===== src/rtl/fp_mult_sched.sv =====
// Purpose : round-robin scheduler sharing one combinational fp_mult among N_REQ requesters.
// Latency : handshake in cycle n -> rsp_valid in cycle n+3; one operation in flight, 4-cycle issue interval.
// Backpres: req_ready only in IDLE; RESP holds response until rsp_ready. Macro FP_MULT_SCHED_STATS_EN adds counters.
module fp_mult_sched #(
    parameter  int N_REQ = 4,
    localparam int ID_W  = $clog2(N_REQ)
) (
    input  logic                 clk,
    input  logic                 rst,
    input  logic [N_REQ-1:0]     req_valid,
    output logic [N_REQ-1:0]     req_ready,
    input  logic [N_REQ*32-1:0]  req_a,
    input  logic [N_REQ*32-1:0]  req_b,
    input  logic [N_REQ*3-1:0]   req_rnd,
    output logic [31:0]          mul_a,
    output logic [31:0]          mul_b,
    output logic [2:0]           mul_rnd,
    input  logic [31:0]          mul_z,
    input  logic [7:0]           mul_status,
    output logic                 rsp_valid,
    input  logic                 rsp_ready,
    output logic [ID_W-1:0]      rsp_id,
    output logic [31:0]          rsp_z,
    output logic [7:0]           rsp_status,
    output logic [15:0]          stat_ops,
    output logic [15:0]          stat_inexact
);

    typedef enum logic [1:0] {
        IDLE  = 2'd0,
        ISSUE = 2'd1,
        HOLD  = 2'd2,
        RESP  = 2'd3
    } state_t;

    state_t          state;
    logic [ID_W-1:0] rr_ptr;
    logic [ID_W-1:0] op_id;
    logic [31:0]     op_a;
    logic [31:0]     op_b;
    logic [2:0]      op_rnd;

    logic            grant_vld;
    logic [ID_W-1:0] grant_id;
    logic [31:0]     sel_a;
    logic [31:0]     sel_b;
    logic [2:0]      sel_rnd;

    // The multiplier sees the operand registers in every state, so its inputs
    // cannot move while the combinational round/exception stage settles.
    assign mul_a   = op_a;
    assign mul_b   = op_b;
    assign mul_rnd = op_rnd;

    // Round-robin search: first valid requester at or above rr_ptr, wrapping.
    always_comb begin
        int              sum;
        logic [ID_W-1:0] idx;
        grant_vld = 1'b0;
        grant_id  = '0;
        sum       = 0;
        idx       = '0;
        for (int k = 0; k < N_REQ; k++) begin
            sum = int'(rr_ptr) + k;
            if (sum >= N_REQ) begin
                sum = sum - N_REQ;
            end
            idx = ID_W'(sum);
            if (!grant_vld && req_valid[idx]) begin
                grant_vld = 1'b1;
                grant_id  = idx;
            end
        end
    end

    // Only the granted requester sees ready, and only while idle and out of reset.
    always_comb begin
        req_ready = '0;
        if (state == IDLE && !rst && grant_vld) begin
            req_ready[grant_id] = 1'b1;
        end
    end

    // Operand slice of the granted requester.
    always_comb begin
        sel_a   = req_a[int'(grant_id)*32 +: 32];
        sel_b   = req_b[int'(grant_id)*32 +: 32];
        sel_rnd = req_rnd[int'(grant_id)*3 +: 3];
    end

    // Scheduler FSM: capture on grant, wait out the multiplier, present and hold the response.
    always_ff @(posedge clk) begin
        if (rst) begin
            state      <= IDLE;
            rr_ptr     <= '0;
            op_id      <= '0;
            op_a       <= '0;
            op_b       <= '0;
            op_rnd     <= '0;
            rsp_valid  <= 1'b0;
            rsp_id     <= '0;
            rsp_z      <= '0;
            rsp_status <= '0;
        end else begin
            case (state)
                IDLE: begin
                    // grant_vld here is exactly the handshake of the granted requester
                    if (grant_vld) begin
                        op_a   <= sel_a;
                        op_b   <= sel_b;
                        op_rnd <= sel_rnd;
                        op_id  <= grant_id;
                        rr_ptr <= (grant_id == ID_W'(N_REQ - 1)) ? '0 : grant_id + 1'b1;
                        state  <= ISSUE;
                    end
                end
                ISSUE: begin
                    state <= HOLD;
                end
                HOLD: begin
                    rsp_z      <= mul_z;
                    rsp_status <= mul_status;
                    rsp_id     <= op_id;
                    rsp_valid  <= 1'b1;
                    state      <= RESP;
                end
                RESP: begin
                    if (rsp_ready) begin
                        rsp_valid <= 1'b0;
                        state     <= IDLE;
                    end
                end
                default: begin
                    state <= IDLE;
                end
            endcase
        end
    end

`ifdef FP_MULT_SCHED_STATS_EN
    logic [15:0] ops_q;
    logic [15:0] inexact_q;

    // Saturating counts of delivered responses and of those flagged inexact.
    always_ff @(posedge clk) begin
        if (rst) begin
            ops_q     <= '0;
            inexact_q <= '0;
        end else if (rsp_valid && rsp_ready) begin
            if (ops_q != 16'hFFFF) begin
                ops_q <= ops_q + 16'd1;
            end
            if (rsp_status[5] && inexact_q != 16'hFFFF) begin
                inexact_q <= inexact_q + 16'd1;
            end
        end
    end

    assign stat_ops     = ops_q;
    assign stat_inexact = inexact_q;
`else
    assign stat_ops     = 16'd0;
    assign stat_inexact = 16'd0;
`endif

endmodule


===== config.mk =====
export PLATFORM = sky130hd
export DESIGN_NAME = fp_mult_sched
export DESIGN_NICKNAME = d
export VERILOG_FILES = /design/src/rtl/fp_mult_sched.sv
export SDC_FILE = /design/constraint.sdc
export NUM_CORES = 1
export LEC_CHECK = 0
export ABC_AREA = 1
export CAP_MARGIN = 20
export CORE_AREA = 2 2 178 180
export CTS_CLUSTER_DIAMETER = 30
export CTS_CLUSTER_SIZE = 14
export DETAILED_ROUTE_END_ITERATION = 7
export DIE_AREA = 0 0 180 182
export HOLD_SLACK_MARGIN = 0.02
export PLACE_DENSITY = 0.59
export SLEW_MARGIN = 20
export SYNTH_ARGS = -nofsm -noshare
export SYNTH_HDL_FRONTEND = slang
export SYNTH_SLANG_ARGS = --single-unit

===== constraint.sdc =====
create_clock -name clk -period 3.1 [get_ports clk]
set_clock_uncertainty 0.05 [all_clocks]
set_input_delay 0.775 -clock clk [delete_from_list [all_inputs] [get_ports clk]]
set_output_delay 0.775 -clock clk [all_outputs]
set_load 0.02 [all_outputs]

==> flow_summary.yaml <==
status:
  status: "complete, no violations"
pwr:
  power_density_nw_per_um2: 903
  power_mw: 11.7
  p_leak_nw: 6.49
  ir_drop_uv: 870
synth:
  syn_area_um2: 7610
  yosysSeqAreaShare: 0.305
  synthFlopType: "dfxtp_1"
  yosys.cell_types.count: 26
  synth-edff-count: 0
  yosysWarnings: 0
  synth-seq-cells: 116
  synth_cells: 1341
  async_reset_ff_frac: 0
  avgSynthCellArea_um2: 5.67
cells_and_area:
  nets: 2061
  instances_no_fill: 2156
  final_cell_area_um2: 12900
  drive_gt1_frac: 0.0707
  fillers: 3226
  utilization: 0.417
  antennaDiodeCount: 0
  seq_area_um2: 2330
  multiInputGateArea_um2: 4280
  areaGrowthSynthToFinish_pct: 69.9
floorplan:
  std_cell_rows: 65
  pin_count: 461
  die_x_um: 180
  initial_core_util: 0.246
  die_y_um: 182
  die_area_um2: 32800
  coreArea_um2: 31000
clock_network:
  cts_tree: "done"
  insertion_delay_ns: 0.42
  clock_sinks: 116
  clk_pin_slew_ns: 0.06
  cts.path.max_buffers: 2
  cts_buffers: 17
  cts-root-buf: "clkbuf_16"
  htree_levels: 4
routing:
  drtIter0Drc: 429
  wl_um: 33000
  vias: 9406
  wl_per_cell_um: 15.3
  viasPerCell: 4.36
  antenna_left: 0
  drc_errors: 0
  dr.pass1.iters: 5
sta:
  hold_viol: 0
  period_needed_ns: 2.96
  slew_headroom: 0.421
  final.period_utilization: 0.955
  max_freq_mhz: 338
  setup_viol: 0
  slew_viol_final: 0
  fin_ws_ns: 0.140
  max_slew.worst_pin.slew_ns: 0.869
  final.setup.tns_ns: 0
  hold_ws_ns: 0.419
  grt_setup_unrepaired: "false"
hold_path:
  holdPathStages: 2
  hp-class: "flop to flop"
  min-delay-start: "op_id[0]"
global_route:
  antenna_found_initial: 0
  grt_max_degree: 78
  gr-total-overflow: 0
  grt_pass1_vias: 9237
  global_route.usage.total: 0.195
  grt_pass1_wl_um: 50800
critical_path:
  end_kind: "output pin"
  cp-start-kind: "flop"
  cp.required_ns: 2.27
  reg2reg_from: "rr_ptr[0]"
  arrival_ns: 2.14
  path_max_fanout: 6
  r2r_cells: 16
  crit_start: "rr_ptr[0]"
  worstSetupPathType: "flop to output pin"
run:
  timing.max_cap.violations: 0
placement:
  placed_cells: 2113
  dp_hpwl_um: 23500
  place_congestion: 0.842
  portBuffers: 428
  dpl_worst_slack_ns: -0.839
  placed_area_um2: 12100
## synth_stat cells, types with 2 or more instances
master | n | share of area
nand3_1 | 207 | 0.14
a21oi_1 | 5 | 0.0033
buf_4 | 44 | 0.043
nor2_4 | 2 | 0.0030
buf_2 | 36 | 0.024
nand2_1 | 578 | 0.29
dfxtp_1 | 116 | 0.31
nor3_1 | 4 | 0.0026
inv_1 | 147 | 0.073
nor2_1 | 90 | 0.044
ha_1 | 5 | 0.0082
buf_1 | 4 | 0.0020
inv_2 | 6 | 0.0030
clkbuf_1 | 29 | 0.014
o21ai_0 | 47 | 0.031
nand2_2 | 7 | 0.0058
buf_6 | 5 | 0.0074
## kinds of logic (layout without fill, tap and decap cells)
kind of cell | count (synthesis) | after routing | share of synthesized area
AND/OR/NAND/NOR | 893 | 893 | 0.482
AO/OA/AOI/OAI | 55 | 55 | 0.0373
buffers and inverters | 271 | 653 | 0.166
adder cells (fa/ha/maj) | 5 | 5 | 0.00822
flip-flops | 116 | 116 | 0.305
other | 1 | 32 | 0.000493
## path summary, 6_finish.rpt
path,endpoint,slack (ns)
hold / removal,rsp_id[0],0.42
setup / recovery,req_ready[3],0.14
setup reg to reg,mul_a[0],0.41
hold reg to reg,rsp_id[0],0.42
## final cells by class
type,count,area share
Sequential cell,116,0.180
Clock buffer,19,0.0343
Inverter,153,0.0453
Clock inverter,13,0.0141
Multi-Input combinational cell,985,0.331
Tap cell,402,0.0389
Timing Repair Buffer,468,0.356
## placed cells by master (no fill, tap or decap), drive strengths merged
cell type / Yosys / routed
nand2: 586 / 586
clkdlybuf4s50: 0 / 420
nand3: 208 / 208
inv: 153 / 152
dfxtp: 116 / 116
nor2: 93 / 93
o21ai: 48 / 48
buf: 89 / 44
conb: 1 / 32
clkbuf: 29 / 23
clkinv: 0 / 6
a21oi: 5 / 5
ha: 5 / 5
bufinv: 0 / 4
clkinvlp: 0 / 4
nor3: 4 / 4
nand4: 1 / 1
nand3b: 1 / 1
a211oi: 1 / 1
a22oi: 1 / 1
## critical path: stages (launching register included)
cell     delay, ns
dfxtp_4       0.40
buf_4         0.15
nand2_1       0.08
nand2_1       0.08
nand2_1       0.09
nand2_4       0.12
nand3_4       0.10
nor2_4        0.13
nor2_4        0.07
inv_4         0.08
ha_4          0.13
inv_2         0.03
nor2_1        0.08
buf_4         0.16
## registers in the layout, indices dropped and copies added, names as in the netlist
| name | flops |
|---|---|
| rsp_valid | 1 |
| mul_b | 32 |
| mul_a | 32 |
| op_id | 2 |
| rsp_status | 8 |
| rsp_z | 32 |
| state | 2 |
| mul_rnd | 3 |
| rsp_id | 2 |
| rr_ptr | 2 |
## per-layer routing
metal	wire, um	global-route usage	part of all wire	vias to the layer above
li1	-	-	-	4819
met1	13600	0.231	0.41	4175
met2	15900	0.336	0.48	371
met3	2790	0.0642	0.085	41
met4	673	0.0559	0.020	0
met5	0	0	0	-
## power breakdown
group / total (mW) / internal, mW / switching, mW
clock network: 2.15 / 1.36 / 0.789
registers: 2.21 / 1.97 / 0.243
logic: 7.31 / 2.64 / 4.67
## what timing repair did
action | in CTS | in global routing
pin swaps | 12 | 16
gates cloned | 0 | 0
resized for setup | 48 | 32
setup buffers | 6 | 5
setup endpoints to repair | 4 | 5
hold buffers | 0 | 0
Power figures use the tool's default switching activity.
